===== src/rtl/i2c_m_pkg.sv =====
// Shared constants for the I2C master command executor.
// Command opcodes, byte-engine opcodes, FSM state encodings and read-length helper.
package i2c_m_pkg;

  // Frame-leading command bytes; anything else is an address byte.
  localparam logic [7:0] OP_SET_SPEED = 8'hFA;
  localparam logic [7:0] OP_SET_LEN   = 8'hF8;

  // Byte-engine operation codes.
  localparam logic [1:0] ENG_START = 2'd0;
  localparam logic [1:0] ENG_WRITE = 2'd1;
  localparam logic [1:0] ENG_READ  = 2'd2;
  localparam logic [1:0] ENG_STOP  = 2'd3;

  localparam int unsigned ST_W  = 4;
  localparam int unsigned CNT_W = 9;

  localparam logic [3:0] ST_IDLE     = 4'd0;
  localparam logic [3:0] ST_ARG      = 4'd1;
  localparam logic [3:0] ST_START    = 4'd2;
  localparam logic [3:0] ST_ADDR     = 4'd3;
  localparam logic [3:0] ST_WR_WAIT  = 4'd4;
  localparam logic [3:0] ST_WR       = 4'd5;
  localparam logic [3:0] ST_RD       = 4'd6;
  localparam logic [3:0] ST_STOP     = 4'd7;
  localparam logic [3:0] ST_STOP_ERR = 4'd8;
  localparam logic [3:0] ST_DRAIN    = 4'd9;

  // Read length register encoding: 0 stands for 256 bytes.
  function automatic logic [CNT_W-1:0] len_to_count(input logic [7:0] len);
    return (len == 8'd0) ? CNT_W'(256) : CNT_W'(len);
  endfunction

endpackage


===== src/rtl/i2c_m_rd_skid.sv =====
// Single-entry AXI-Stream output register for read data.
// Ports: clk_i/reset_i, load_i with data_i/last_i (one-cycle load strobe),
// tdata_o/tvalid_o/tlast_o/tready_i (AXIS master side),
// can_accept_c_o (combinational: a load next edge cannot overrun the entry).
module i2c_m_rd_skid (
  input  logic       clk_i,
  input  logic       reset_i,
  input  logic       load_i,
  input  logic [7:0] data_i,
  input  logic       last_i,
  output logic [7:0] tdata_o,
  output logic       tvalid_o,
  output logic       tlast_o,
  input  logic       tready_i,
  output logic       can_accept_c_o
);

  logic [7:0] data_q;
  logic       valid_q;
  logic       last_q;

  // A load in the same cycle as a handshake keeps the entry valid.
  always_ff @(posedge clk_i) begin
    if (reset_i) begin
      data_q  <= 8'd0;
      valid_q <= 1'b0;
      last_q  <= 1'b0;
    end else if (load_i) begin
      data_q  <= data_i;
      last_q  <= last_i;
      valid_q <= 1'b1;
    end else if (tready_i) begin
      valid_q <= 1'b0;
    end
  end

  assign tdata_o        = data_q;
  assign tvalid_o       = valid_q;
  assign tlast_o        = last_q;
  assign can_accept_c_o = ~valid_q | tready_i;

endmodule


===== src/rtl/i2c_m_cmd_exec.sv =====
// I2C master command executor: decodes AXIS command frames into
// START/WRITE/READ/STOP byte-engine operations and returns read data on AXIS.
// Ports: aclk/reset; s_axis_* command bytes in; m_axis_* read data out;
// eng_* byte-engine request/response; clk_div SCL divider; busy; err_nack pulse.
module i2c_m_cmd_exec
  import i2c_m_pkg::*;
#(
  parameter logic [7:0] P_DIV_DEFAULT = 8'd100,
  parameter logic [7:0] P_LEN_DEFAULT = 8'd1
) (
  input  logic       aclk,
  input  logic       reset,
  input  logic [7:0] s_axis_tdata,
  input  logic       s_axis_tvalid,
  output logic       s_axis_tready,
  input  logic       s_axis_tlast,
  output logic [7:0] m_axis_tdata,
  output logic       m_axis_tvalid,
  input  logic       m_axis_tready,
  output logic       m_axis_tlast,
  output logic       eng_req,
  output logic [1:0] eng_op,
  output logic [7:0] eng_wdata,
  output logic       eng_rd_nack,
  input  logic       eng_done,
  input  logic [7:0] eng_rdata,
  input  logic       eng_nack_rx,
  output logic [7:0] clk_div,
  output logic       busy,
  output logic       err_nack
);

  logic [ST_W-1:0]  state_q, state_d;
  logic [7:0]       addr_q, addr_d, wbyte_q, wbyte_d;
  logic [7:0]       len_q, len_d, div_q, div_d;
  logic             last_q, last_d, sel_speed_q, sel_speed_d;
  logic [CNT_W-1:0] cnt_q, cnt_d;
  logic             req_q, req_d, rdn_q, rdn_d;
  logic [1:0]       op_q, op_d;
  logic [7:0]       ewd_q, ewd_d;
  logic             err_q, err_d, tready_q, tready_d, busy_q, busy_d;
  logic             s_fire, rd_last, rd_load, rd_can_accept_c;

  assign s_fire  = s_axis_tvalid & tready_q;
  assign rd_last = (cnt_q == len_to_count(len_q));

  // Next-state, engine request and register-update logic.
  always_comb begin
    state_d     = state_q;
    addr_d      = addr_q;
    wbyte_d     = wbyte_q;
    len_d       = len_q;
    div_d       = div_q;
    last_d      = last_q;
    sel_speed_d = sel_speed_q;
    cnt_d       = cnt_q;
    req_d       = req_q;
    op_d        = op_q;
    ewd_d       = ewd_q;
    rdn_d       = rdn_q;
    err_d       = 1'b0;
    rd_load     = 1'b0;
    unique case (state_q)
      ST_IDLE: if (s_fire) begin
        if (s_axis_tdata == OP_SET_SPEED || s_axis_tdata == OP_SET_LEN) begin
          sel_speed_d = (s_axis_tdata == OP_SET_SPEED);
          if (!s_axis_tlast) state_d = ST_ARG;
        end else begin
          addr_d  = s_axis_tdata;
          last_d  = s_axis_tlast;
          state_d = ST_START;
        end
      end
      ST_ARG: if (s_fire) begin
        if (sel_speed_q) div_d = s_axis_tdata;
        else             len_d = s_axis_tdata;
        state_d = ST_IDLE;
      end
      ST_START: begin
        if (!req_q) begin
          req_d = 1'b1; op_d = ENG_START; rdn_d = 1'b0;
        end else if (eng_done) begin
          req_d = 1'b0; state_d = ST_ADDR;
        end
      end
      ST_ADDR: begin
        if (!req_q) begin
          req_d = 1'b1; op_d = ENG_WRITE; ewd_d = addr_q; rdn_d = 1'b0;
        end else if (eng_done) begin
          req_d = 1'b0;
          if (eng_nack_rx) begin
            state_d = ST_STOP_ERR; err_d = 1'b1;
          end else if (addr_q[0]) begin
            state_d = ST_RD; cnt_d = CNT_W'(1);
          end else if (last_q) begin
            state_d = ST_STOP;
          end else begin
            state_d = ST_WR_WAIT;
          end
        end
      end
      ST_WR_WAIT: if (s_fire) begin
        wbyte_d = s_axis_tdata;
        last_d  = s_axis_tlast;
        state_d = ST_WR;
      end
      ST_WR: begin
        if (!req_q) begin
          req_d = 1'b1; op_d = ENG_WRITE; ewd_d = wbyte_q; rdn_d = 1'b0;
        end else if (eng_done) begin
          req_d = 1'b0;
          if (eng_nack_rx) begin
            state_d = ST_STOP_ERR; err_d = 1'b1;
          end else if (last_q) begin
            state_d = ST_STOP;
          end else begin
            state_d = ST_WR_WAIT;
          end
        end
      end
      ST_RD: begin
        // Hold off the next READ until the output register has room.
        if (!req_q) begin
          if (rd_can_accept_c) begin
            req_d = 1'b1; op_d = ENG_READ; rdn_d = rd_last;
          end
        end else if (eng_done) begin
          req_d   = 1'b0;
          rd_load = 1'b1;
          if (rd_last) state_d = ST_STOP;
          else         cnt_d   = cnt_q + CNT_W'(1);
        end
      end
      ST_STOP, ST_STOP_ERR: begin
        if (!req_q) begin
          req_d = 1'b1; op_d = ENG_STOP; rdn_d = 1'b0;
        end else if (eng_done) begin
          req_d = 1'b0;
          // After a NACK, the rest of an unfinished frame is discarded.
          state_d = (state_q == ST_STOP_ERR && !last_q) ? ST_DRAIN : ST_IDLE;
        end
      end
      ST_DRAIN: if (s_fire && s_axis_tlast) state_d = ST_IDLE;
      default: state_d = ST_IDLE;
    endcase
    tready_d = (state_d == ST_IDLE) || (state_d == ST_ARG) ||
               (state_d == ST_WR_WAIT) || (state_d == ST_DRAIN);
    busy_d   = (state_d != ST_IDLE);
  end

  // State and output registers.
  always_ff @(posedge aclk) begin
    if (reset) begin
      state_q     <= ST_IDLE;
      addr_q      <= 8'd0;
      wbyte_q     <= 8'd0;
      len_q       <= P_LEN_DEFAULT;
      div_q       <= P_DIV_DEFAULT;
      last_q      <= 1'b0;
      sel_speed_q <= 1'b0;
      cnt_q       <= '0;
      req_q       <= 1'b0;
      op_q        <= 2'd0;
      ewd_q       <= 8'd0;
      rdn_q       <= 1'b0;
      err_q       <= 1'b0;
      tready_q    <= 1'b0;
      busy_q      <= 1'b0;
    end else begin
      state_q     <= state_d;
      addr_q      <= addr_d;
      wbyte_q     <= wbyte_d;
      len_q       <= len_d;
      div_q       <= div_d;
      last_q      <= last_d;
      sel_speed_q <= sel_speed_d;
      cnt_q       <= cnt_d;
      req_q       <= req_d;
      op_q        <= op_d;
      ewd_q       <= ewd_d;
      rdn_q       <= rdn_d;
      err_q       <= err_d;
      tready_q    <= tready_d;
      busy_q      <= busy_d;
    end
  end

  i2c_m_rd_skid u_rd_skid (
    .clk_i          (aclk),
    .reset_i        (reset),
    .load_i         (rd_load),
    .data_i         (eng_rdata),
    .last_i         (rd_last),
    .tdata_o        (m_axis_tdata),
    .tvalid_o       (m_axis_tvalid),
    .tlast_o        (m_axis_tlast),
    .tready_i       (m_axis_tready),
    .can_accept_c_o (rd_can_accept_c)
  );

  assign s_axis_tready = tready_q;
  assign eng_req       = req_q;
  assign eng_op        = op_q;
  assign eng_wdata     = ewd_q;
  assign eng_rd_nack   = rdn_q;
  assign clk_div       = div_q;
  assign busy          = busy_q;
  assign err_nack      = err_q;

endmodule

===== config.mk =====
export PLATFORM = sky130hd
export DESIGN_NAME = i2c_m_cmd_exec
export DESIGN_NICKNAME = d
export VERILOG_FILES = /design/src/rtl/i2c_m_pkg.sv /design/src/rtl/i2c_m_rd_skid.sv /design/src/rtl/i2c_m_cmd_exec.sv
export SDC_FILE = /design/constraint.sdc
export NUM_CORES = 1
export LEC_CHECK = 0
export CAP_MARGIN = 20
export CORE_AREA = 2 2 107 109
export CTS_BUF_LIST = sky130_fd_sc_hd__clkbuf_4
export DETAILED_ROUTE_END_ITERATION = 10
export DIE_AREA = 0 0 109 111
export GPL_TIMING_DRIVEN = 0
export RECOVER_POWER = 100
export SLEW_MARGIN = 40
export SYNTH_ARGS = -nofsm -noshare
export SYNTH_HDL_FRONTEND = slang
export SYNTH_SLANG_ARGS = --single-unit

===== constraint.sdc =====
create_clock -name aclk -period 2 [get_ports aclk]
set_input_delay 0.4 -clock aclk [delete_from_list [all_inputs] [get_ports aclk]]
set_output_delay 0.4 -clock aclk [all_outputs]
set_load 0.02 [all_outputs]

==> flow_metrics.py, run 1 <==
metrics = {
    "run_status": {
        "outcome": "complete, but fails checks",
        "violations": "negative setup slack",
    },
    "clock_network": {
        "cts_root_buf": "clkbuf_4",
        "clk_pin_slew_worst_paths_ns": 0.13,
        "cts_num_sinks": 72,
        "htree_num_levels": 3,
        "numCtsBuffers": 9,
        "tritoncts": "yes",
        "clk-insertion-delay-late_ns": 0.44,
        "clock_path_buffers": 2,
    },
    "drt": {
        "highest_layer": "met4",
        "drt_iter0_markers": 197,
        "first_pass_iters": 4,
        "routedWlPerCell_um": 14.5,
        "met1_length_um": 3950,
        "ant_nets": 0,
        "viasPerCell": 4.85,
        "met3_length_um": 282,
        "drc": 0,
        "wl_met2_um": 4150,
        "wirelength_um": 8580,
        "vias": 2873,
    },
    "timing": {
        "hold_viol_final": 0,
        "fin_crit_ns": 2.22,
        "worstMarginPinSlew_ns": 0.648,
        "rsz0062_at_grt": "yes",
        "setup_slack_ns": -0.220,
        "setup-tns-final_ns": -1.34,
        "drv_slew": 0,
        "finalClockSkew_ns": 0.0130,
        "finalCritPeriodShare_pct": 111,
        "max_freq_mhz": 450,
        "relSlewSlack_pct": 56.8,
        "setup_viol": 13,
    },
    "synth": {
        "avgSynthCellArea_um2": 8.83,
        "synth.distinct_cells": 45,
        "netlist_area_mm2": 0.00321,
        "synth.yosys.seq_area_share_pct": 44.9,
        "synth-compound-area-share_pct": 13.9,
        "netlist_top_cells_area": "dfxtp_1, mux2i_1, nor2_1",
        "synth_flop_cell": "dfxtp_1",
        "synth_area_leader_cell": "dfxtp_1",
        "synth_mux_area_share_pct": 11.3,
        "synth_cells": 364,
        "synth-seq-cells": 72,
        "syn_nets": 388,
        "synthSimpleGateAreaFrac_pct": 22.2,
        "synth_top_family_by_area": "simple AND/OR/NAND/NOR gates",
        "yosys.area_share.adder_pct": 0.389,
        "netlist.area_leader.share_pct": 44.9,
        "yosysWarnings": 0,
        "synth-edff-count": 0,
        "async_reset_ff_share_pct": 0,
        "synth-xor-area-share_pct": 3.82,
    },
    "place": {
        "dp.cells": 562,
        "place.gp.congestion": 0.926,
        "portBuffers": 55,
        "dp_hpwl_um": 6090,
    },
    "finish": {
        "final_util_pct": 38.9,
        "drive_gt1_share_pct": 15.0,
        "fin_nets": 467,
        "syn2layout_area_growth_pct": 34.3,
        "fin_cells": 592,
    },
    "setup_path": {
        "worstSetupEndpointType": "flop",
        "required_ns": 2.34,
        "arrival_ns": 2.56,
        "r2r_slack_ns": -0.22,
        "worstPathCellList": "or4_4 -> or3_4 -> nand4_1 -> nor2_2 -> and3b_2 -> mux2_4",
        "worstPathMaxFanout": 2,
        "crit_slowest_cell": "or4_4",
        "path_class": "flop to flop",
        "cp-start-kind": "flop",
        "cpPeakStageDelay_ns": 0.53,
    },
    "power": {
        "p_sw_uw": 739,
        "p_comb_share_pct": 9.5,
        "leakagePower_nw": 1.76,
        "switching_share_pct": 27.4,
        "max-vdd-ir-drop_uv": 208,
        "clkPwrFrac_pct": 36.0,
        "p_int_mw": 1.96,
        "seq_power_share_pct": 54.5,
        "p_per_area_mw_per_mm2": 626,
    },
    "grt": {
        "grt.overflow.total": 0,
        "grt_pass1_wl_um": 14300,
        "grt_max_degree": 15,
        "antenna_found_initial": 1,
        "grtUsageTotal_pct": 15.1,
        "grt_pass1_vias": 2874,
    },
    "floorplan": {
        "dieArea_mm2": 0.0121,
        "floorplan.initialDensity_pct": 29.0,
        "io_pins": 56,
        "core_area_mm2": 0.0111,
        "rows": 39,
        "die_width_um": 109,
        "die_y_um": 111,
    },
    "min_path": {
        "hold_path_class": "flop to flop",
    },
    "flow_run": {
        "drv_cap": 0,
    },
}
==> metal layers <==
layer	GRT usage, %	vias up
met4	6.50	0
met2	24.3	52
li1	-	1444
met3	3.23	15
met1	19.4	1362
met5	0	-
==> cell usage in the layout, fill, tap and decap left out, drive strengths merged, types with 3 or more instances in the layout <==
cell type	count
nand3	4
nor4	5
clkbuf	27
dlygate4sd2	5
xor2	13
mux2i	35
nand2	37
and2	3
o21ai	12
a31oi	6
clkdlybuf4s50	20
nor2	56
nand2b	3
a21oi	21
or3	4
and3	7
nand4	6
nor3	6
buf	17
dfxtp	72
a211o	4
a211oi	11
dlygate4sd3	30
inv	8
nor2b	6
==> worst paths after layout <==
path / start / end / cells after the start
setup / recovery: len_q[2]$_SDFFE_PP0P_ / s_axis_tready$_SDFF_PP0_ / 6
hold / removal: u_rd_skid.tdata_o[2]$_SDFFE_PP0P_ / u_rd_skid.tdata_o[2]$_SDFFE_PP0P_ / 2
setup reg to reg: len_q[2]$_SDFFE_PP0P_ / s_axis_tready$_SDFF_PP0_ / 6
hold reg to reg: u_rd_skid.tdata_o[2]$_SDFFE_PP0P_ / u_rd_skid.tdata_o[2]$_SDFFE_PP0P_ / 2
==> per-stage QoR <==
step | total power, mW | setup slack, ns | hold slack (ns) | cell area, um2
finish | 2.70 | -0.220 | 0.464 | 4310
global route | 2.83 | -0.298 | 0.470 | 4310
CTS | 2.74 | -0.144 | 0.436 | 4260
detailed placement | 1.76 | -0.853 | 0.453 | 3950
global placement | 1.75 | -0.806 | 0.442 | 3940
floorplan | 1.64 | -0.0784 | 0.463 | 3210
==> cell usage after synthesis (3+ instances only) <==
library cell and instances:
xor2_1 13, nor2_1 56, or3_1 3, nand4_1 6
nand2b_1 3, nand3_1 4, and2_1 3, nor2b_1 6
mux2i_1 35, nor4_1 4, nor3_1 6, a211o_1 4
a211oi_1 11, clkbuf_1 16, inv_1 5, and3_1 7
nand2_1 37, a21oi_1 21, o21ai_0 12, buf_2 3
a31oi_1 6, dfxtp_1 72
==> layout make-up <==
class	instances	area [um2]
diodes	1	2.50
clock buffers	9	67.6
inverters	5	18.8
fillers	1121	6760
plain buffers	20	88.8
repair buffers	70	673
multi-input cells	265	1760
clock inverters	7	78.8
flip-flops and latches	72	1450
well taps	143	179
==> power by group through the flow <==
stage,clock [mW],combinational [mW],sequential [mW]
finish,0.972,0.257,1.47
global placement,0,0.249,1.50
detailed placement,0,0.254,1.50
floorplan,0,0.129,1.51
CTS,1.01,0.257,1.47
global route,1.07,0.281,1.48
==> kinds of logic after synthesis <==
group	after synthesis
AO/OA/AOI/OAI	67
multiplexers	36
adder cells (fa/ha/maj)	1
flip-flops	72
AND/OR/NAND/NOR	147
buffers and inverters	27
XOR/XNOR	14
==> sequential cells by signal, indices dropped and copies added (netlist names), 2 cells and up <==
| signal | cells |
|---|---|
| addr_q | 8 |
| clk_div | 8 |
| cnt_q | 9 |
| eng_op | 2 |
| eng_wdata | 8 |
| len_q | 8 |
| state_q | 4 |
| u_rd_skid.tdata_o | 8 |
| wbyte_q | 8 |
==> what timing repair did <==
action,CTS,global route
setup buffers,13,3
hold buffers,0,0
pin swaps,9,5
endpoints found under the setup margin,32,33
gates resized for setup,28,13
==> worst max-delay path: cells and delay by family (launching register included) <==
family,cells,cell delay [ns]
mux,1,0.30
simple gates,5,1.49
flops,1,0.34
Note: power is estimated with default switching activity, not from simulation.
==> run 2: changes to the inputs <==
--- a/config.mk
+++ b/config.mk
@@ -10,7 +10,7 @@
 export CTS_BUF_LIST = sky130_fd_sc_hd__clkbuf_4
 export DETAILED_ROUTE_END_ITERATION = 10
 export DIE_AREA = 0 0 109 111
-export GPL_TIMING_DRIVEN = 0
+export PLACE_DENSITY = 0.48
 export RECOVER_POWER = 100
 export SLEW_MARGIN = 40
 export SYNTH_ARGS = -nofsm -noshare
==> constraint.sdc (replaced) <==
create_clock -name aclk -period 2 [get_ports aclk]
set_input_delay 0.5 -clock aclk [delete_from_list [all_inputs] [get_ports aclk]]
set_output_delay 0.5 -clock aclk [all_outputs]
set_load 0.02 [all_outputs]
==> flow_metrics.py, run 2 (synthesized netlist as in run 1, its figures left out) <==
metrics = {
    "setup_path": {
        "required_ns": 2.34,
        "worstPathCellList": "or4_4 -> or3_4 -> nand4_1 -> nor2_2 -> and3b_2 -> mux2_4",
        "arrival_ns": 2.47,
        "r2r-start": "len_q[5]$_SDFFE_PP0P_",
        "worst-r2r-cell-count": 6,
        "crit_slowest_cell": "or4_4",
        "cp-start-kind": "flop",
        "path_class": "flop to flop",
        "r2r-end": "s_axis_tready$_SDFF_PP0_",
        "worstSetupEndpointType": "flop",
        "r2r_slack_ns": -0.13,
        "cpPeakStageDelay_ns": 0.53,
        "worstPathMaxFanout": 2,
    },
    "power": {
        "power_mw": 2.85,
        "max-vdd-ir-drop_uv": 272,
        "p_per_area_mw_per_mm2": 623,
        "leakagePower_nw": 1.89,
    },
    "drt": {
        "first_pass_iters": 4,
        "viasPerCell": 4.78,
        "wirelength_um": 8760,
        "vias": 2975,
        "ant_nets": 0,
        "drt_iter0_markers": 209,
        "drc": 0,
        "routedWlPerCell_um": 14.1,
    },
    "flow_run": {
        "drv_cap": 0,
    },
    "timing": {
        "setup_slack_ns": -0.127,
        "drv_slew": 0,
        "hold_viol_final": 0,
        "rsz0062_at_grt": "yes",
        "relSlewSlack_pct": 71.7,
        "finalClockSkew_ns": 0.0144,
        "fin_crit_ns": 2.13,
        "worstMarginPinSlew_ns": 0.424,
        "setup_viol": 7,
        "max_freq_mhz": 470,
        "finalCritPeriodShare_pct": 106,
    },
    "finish": {
        "final_cell_mix": "dfxtp_1, buf_4, nor2_1",
        "syn2layout_area_growth_pct": 42.5,
        "antennaDiodeCount": 0,
        "fin_nets": 498,
        "final_util_pct": 41.3,
        "regMostFlops": "cnt_q",
        "largest_register_ffs": 9,
        "drive_gt1_share_pct": 21.7,
        "final_cell_area_mm2": 0.00458,
        "mostFrequentLayoutCell": "dfxtp_1",
    },
    "clock_network": {
        "cts_root_buf": "clkbuf_4",
        "tritoncts": "yes",
        "numCtsBuffers": 9,
        "htree_num_levels": 3,
        "clk-insertion-delay-late_ns": 0.43,
        "cts_num_sinks": 72,
        "clock_path_buffers": 2,
        "clk_pin_slew_worst_paths_ns": 0.14,
    },
    "grt": {
        "antenna_found_initial": 0,
        "grtUsageTotal_pct": 15.5,
        "grt_pass1_vias": 2884,
        "grt_pass1_wl_um": 14600,
        "grt_max_degree": 23,
        "grt.overflow.total": 0,
    },
    "min_path": {
        "hold_end": "busy$_SDFF_PP0_",
        "hp-start": "reset",
        "holdPathStages": 2,
        "hold_path_class": "input pin to flop",
    },
    "floorplan": {
        "rows": 39,
        "floorplan.initialDensity_pct": 29.0,
        "dieArea_mm2": 0.0121,
        "die_width_um": 109,
        "die_y_um": 111,
        "io_pins": 56,
        "core_area_mm2": 0.0111,
    },
    "run_status": {
        "outcome": "complete, but fails checks",
        "violations": "negative setup slack",
    },
    "place": {
        "place.gp.congestion": 0.786,
        "portBuffers": 55,
        "dp_hpwl_um": 6360,
        "place_area_mm2": 0.00433,
    },
}
[run 2: cell count changes in the layout (fill, tap and decap cells not counted), moves of 3 or more]
cell	before	now
buf_6	5	2
clkbuf_1	13	1
dlygate4sd3_1	30	0
clkdlybuf4s50_1	20	51
dlygate4sd2_1	5	2
buf_4	10	61
clkbuf_2	4	0
[run 2: worst max-delay path by stage]
stage | start | to | slack, ns
after floorplan | len_q[0]$_SDFFE_PP1P_ | cnt_q[8]$_SDFFE_PP0P_ | -0.08
after global placement | s_axis_tdata[7] | s_axis_tready$_SDFF_PP0_ | -0.53
after CTS | len_q[3]$_SDFFE_PP0P_ | cnt_q[8]$_SDFFE_PP0P_ | -0.12
after global routing | len_q[5]$_SDFFE_PP0P_ | s_axis_tready$_SDFF_PP0_ | -0.17
final | len_q[5]$_SDFFE_PP0P_ | s_axis_tready$_SDFF_PP0_ | -0.13
after detailed placement | s_axis_tdata[7] | s_axis_tready$_SDFF_PP0_ | -0.51
[run 2: routing by layer]
metal  routed length [um]  track usage [%]  vias to the layer above
met3                  277             3.70                        9
met5                    0                0                        -
met4                  102             5.38                        0
li1                     -                -                     1518
met1                 4320             21.1                     1407
met2                 4060             23.7                       41
[run 2: layout make-up]
| class | count | area (um2) |
|---|---|---|
| clock buffers | 9 | 67.6 |
| fillers | 1129 | 6500 |
| inverters | 5 | 18.8 |
| clock inverters | 7 | 95.1 |
| multi-input cells | 265 | 1700 |
| well taps | 143 | 179 |
| flip-flops and latches | 72 | 1450 |
| repair buffers | 121 | 1070 |
[run 2: per-stage QoR]
stage	cells	hold slack (ns)	worst slack, ns	TNS (ns)
after floorplan	364	0.463	-0.0784	-0.131
after global placement	601	0.440	-0.525	-7.27
after detailed placement	601	0.450	-0.511	-7.41
after CTS	620	0.381	-0.117	-0.664
after global routing	622	0.403	-0.173	-1.29
final	622	0.419	-0.127	-0.431
[run 2: what timing repair did]
item                                   CTS  global route
buffers inserted                         3             2
hold buffers                             0             0
pin swaps                                6             9
gates cloned                             0             0
endpoints found under the hold margin    0             0
gates resized for setup                 10            11
setup endpoints to repair               11            14
[run 2: report_power, final]
| part | leakage (nW) | switching, mW | internal [mW] |
|---|---|---|---|
| sequential | 0.583 | 0.0131 | 1.46 |
| combinational | 1.22 | 0.153 | 0.150 |
| clock | 0.0863 | 0.571 | 0.509 |
| total | 1.89 | 0.737 | 2.11 |
[run 2: critical path, delay by kind of cell (launching register included)]
| kind | cells | cell delay, ns |
|---|---|---|
| simple gates | 5 | 1.41 |
| mux | 1 | 0.30 |
| flops | 1 | 0.34 |
==> run 3: changes to the inputs <==
--- a/config.mk
+++ b/config.mk
@@ -6,13 +6,15 @@
 export NUM_CORES = 1
 export LEC_CHECK = 0
 export CAP_MARGIN = 20
-export CORE_AREA = 2 2 107 109
+export CORE_AREA = 2 2 108 110
 export CTS_BUF_LIST = sky130_fd_sc_hd__clkbuf_4
 export DETAILED_ROUTE_END_ITERATION = 10
-export DIE_AREA = 0 0 109 111
+export DIE_AREA = 0 0 110 112
 export PLACE_DENSITY = 0.48
 export RECOVER_POWER = 100
 export SLEW_MARGIN = 40
 export SYNTH_ARGS = -nofsm -noshare
 export SYNTH_HDL_FRONTEND = slang
+export SYNTH_HIERARCHICAL = 1
 export SYNTH_SLANG_ARGS = --single-unit
+export TNS_END_PERCENT = 1
==> flow_metrics.py, run 3 <==
metrics = {
    "run_status": {
        "outcome": "finished, final reports clean",
    },
    "finish": {
        "regMostFlops": "cnt_q",
        "nFillCells": 1132,
        "largest_register_ffs": 9,
        "syn2layout_area_growth_pct": 37.7,
        "antennaDiodeCount": 0,
        "final_cell_area_mm2": 0.00452,
        "mostFrequentLayoutCell": "nor2_1",
        "drive_gt1_share_pct": 21.9,
        "final_cell_mix": "nor2_1, dfxtp_1, clkdlybuf4s50_1",
        "fin_nets": 477,
    },
    "setup_path": {
        "path_class": "flop to flop",
        "crit_family": "compound AO/OA/AOI/OAI gates",
        "required_ns": 2.39,
        "worstSetupEndpointType": "flop",
        "path_buf_inv": 3,
        "arrival_ns": 2.37,
        "cp-start-kind": "flop",
        "worstPathMaxFanout": 4,
        "crit_slowest_cell": "o41a_1",
        "cpPeakStageDelay_ns": 0.54,
        "worstPathCellList": "buf_6 -> xnor2_2 -> nand4_1 -> o41a_1 -> buf_4 -> buf_4 -> a21oi_1 -> o21ai_0 -> a21oi_1",
    },
    "drt": {
        "vias": 2886,
        "first_pass_iters": 4,
        "drc": 0,
        "drt_iter0_markers": 182,
        "viasPerCell": 4.81,
        "routedWlPerCell_um": 14.7,
        "ant_nets": 0,
        "wirelength_um": 8830,
    },
    "synth": {
        "netlist.area_leader.share_pct": 43.9,
        "synth.distinct_cells": 60,
        "netlist_area_mm2": 0.00329,
        "yosysWarnings": 6,
        "synth.yosys.seq_area_share_pct": 43.9,
        "async_reset_ff_share_pct": 0,
        "syn_nets": 382,
        "synth_area_leader_cell": "dfxtp_1",
        "netlist_top_cells_area": "dfxtp_1, mux2i_1, nor2_1",
        "synth-edff-count": 0,
        "synth-seq-cells": 72,
        "synth_common_cells": "dfxtp_1, nor2_1, mux2i_1",
        "avgSynthCellArea_um2": 9.18,
        "synth_flop_cell": "dfxtp_1",
        "synth_cells": 358,
        "yosys.cell_count.top_type": "dfxtp_1",
    },
    "timing": {
        "relSlewSlack_pct": 66.9,
        "finalClockSkew_ns": 0.0157,
        "setup_slack_ns": 0.0216,
        "setup_viol": 0,
        "drv_slew": 0,
        "rsz0062_at_grt": "yes",
        "finalCritPeriodShare_pct": 98.9,
        "hold_ws_ns": 0.452,
        "worstMarginPinSlew_ns": 0.496,
        "setup-tns-final_ns": 0,
        "fin_crit_ns": 1.98,
        "hold_viol_final": 0,
        "max_freq_mhz": 505,
    },
    "power": {
        "max-vdd-ir-drop_uv": 326,
        "p_per_area_mw_per_mm2": 553,
        "power_mw": 2.50,
        "leakagePower_nw": 1.72,
    },
    "grt": {
        "grt_max_degree": 47,
        "grt.overflow.total": 0,
        "grtUsageTotal_pct": 15.2,
        "grt_pass1_wl_um": 14300,
        "grt_pass1_vias": 2743,
        "antenna_found_initial": 0,
    },
    "place": {
        "dp_hpwl_um": 6340,
        "place.gp.congestion": 0.871,
        "place_area_mm2": 0.00429,
        "portBuffers": 55,
        "dpl_worst_slack_ns": -0.452,
    },
    "floorplan": {
        "floorplan.initialDensity_pct": 29.4,
        "rows": 39,
        "dieArea_mm2": 0.0123,
        "io_pins": 56,
        "die_width_um": 110,
        "die_y_um": 112,
        "core_area_mm2": 0.0112,
    },
    "clock_network": {
        "cts_root_buf": "clkbuf_4",
        "ctsHoldBuffers": 0,
        "cts_num_sinks": 72,
        "clk_pin_slew_worst_paths_ns": 0.12,
        "tritoncts": "yes",
        "htree_num_levels": 3,
        "clock_path_buffers": 2,
        "clk-insertion-delay-late_ns": 0.45,
        "numCtsBuffers": 9,
    },
    "min_path": {
        "hold_path_class": "input pin to flop",
    },
    "flow_run": {
        "drv_cap": 0,
    },
}
run 3: per-stage QoR:
step,utilization (%),cells
floorplan,-,358
global placement,38.4,583
detailed placement,38.4,583
CTS,39.3,598
global route,40.5,600
finish,40.5,600
run 3: metal layers:
metal / routed length [um] / vias to the layer above / track usage [%]
met5: 0 / - / 0
met3: 412 / 8 / 5.04
li1: - / 1463 / -
met1: 4350 / 1339 / 21.2
met4: 109 / 0 / 5.23
met2: 3950 / 76 / 21.7
run 3: logic make-up (layout without fill, tap and decap cells):
family,Yosys count,after routing,synth area share [%]
and+or+nand+nor,134,134,20.9
DFF,72,72,43.9
AOI/OAI and AO/OA,64,64,13.4
muxes,46,46,14.0
buffers and inverters,31,130,4.68
xor gates and xnor gates,10,10,2.67
adders and majority gates,1,1,0.381
run 3: path summary, 6_finish.rpt:
check,start,endpoint,slack (ns),cells past startpoint
worst min register to register,eng_rd_nack$_SDFFE_PP0P_,eng_rd_nack$_SDFFE_PP0P_,0.49,2
worst max-delay path,len_q[4]$_SDFFE_PP0P_,cnt_q[2]$_SDFFE_PP0P_,0.02,9
worst min-delay path,reset,cnt_q[1]$_SDFFE_PP0P_,0.45,3
worst max register to register,len_q[4]$_SDFFE_PP0P_,cnt_q[2]$_SDFFE_PP0P_,0.02,9
run 3: cell type report:
class                      instances  area [um2]  area share [%]
clock buffer                      10        75.1            1.66
clock inverter                     5        25.0           0.553
inverter                           8        30.0           0.664
multi-input combinational        255        1790            39.6
sequential                        72        1460            32.3
tap                              143         179            3.96
timing repair buffer             107         966            21.4
run 3: repair_timing:
item / in CTS / in global routing
pin swaps: 1 / 17
setup endpoints to repair: 3 / 13
gates resized for setup: 2 / 36
gates cloned: 0 / 0
setup buffers: 0 / 2
run 3: tightest hold or removal path: stages:
cell	delay (ns)
buf_2	0.10
buf_4	0.21
a21oi_1	0.05
run 3: where the power goes:
group | total (mW) | switching (mW) | internal (mW)
sequential | 1.47 | 0.0155 | 1.45
combinational | 0.273 | 0.139 | 0.134
clock | 0.759 | 0.510 | 0.250
total | 2.50 | 0.664 | 1.84
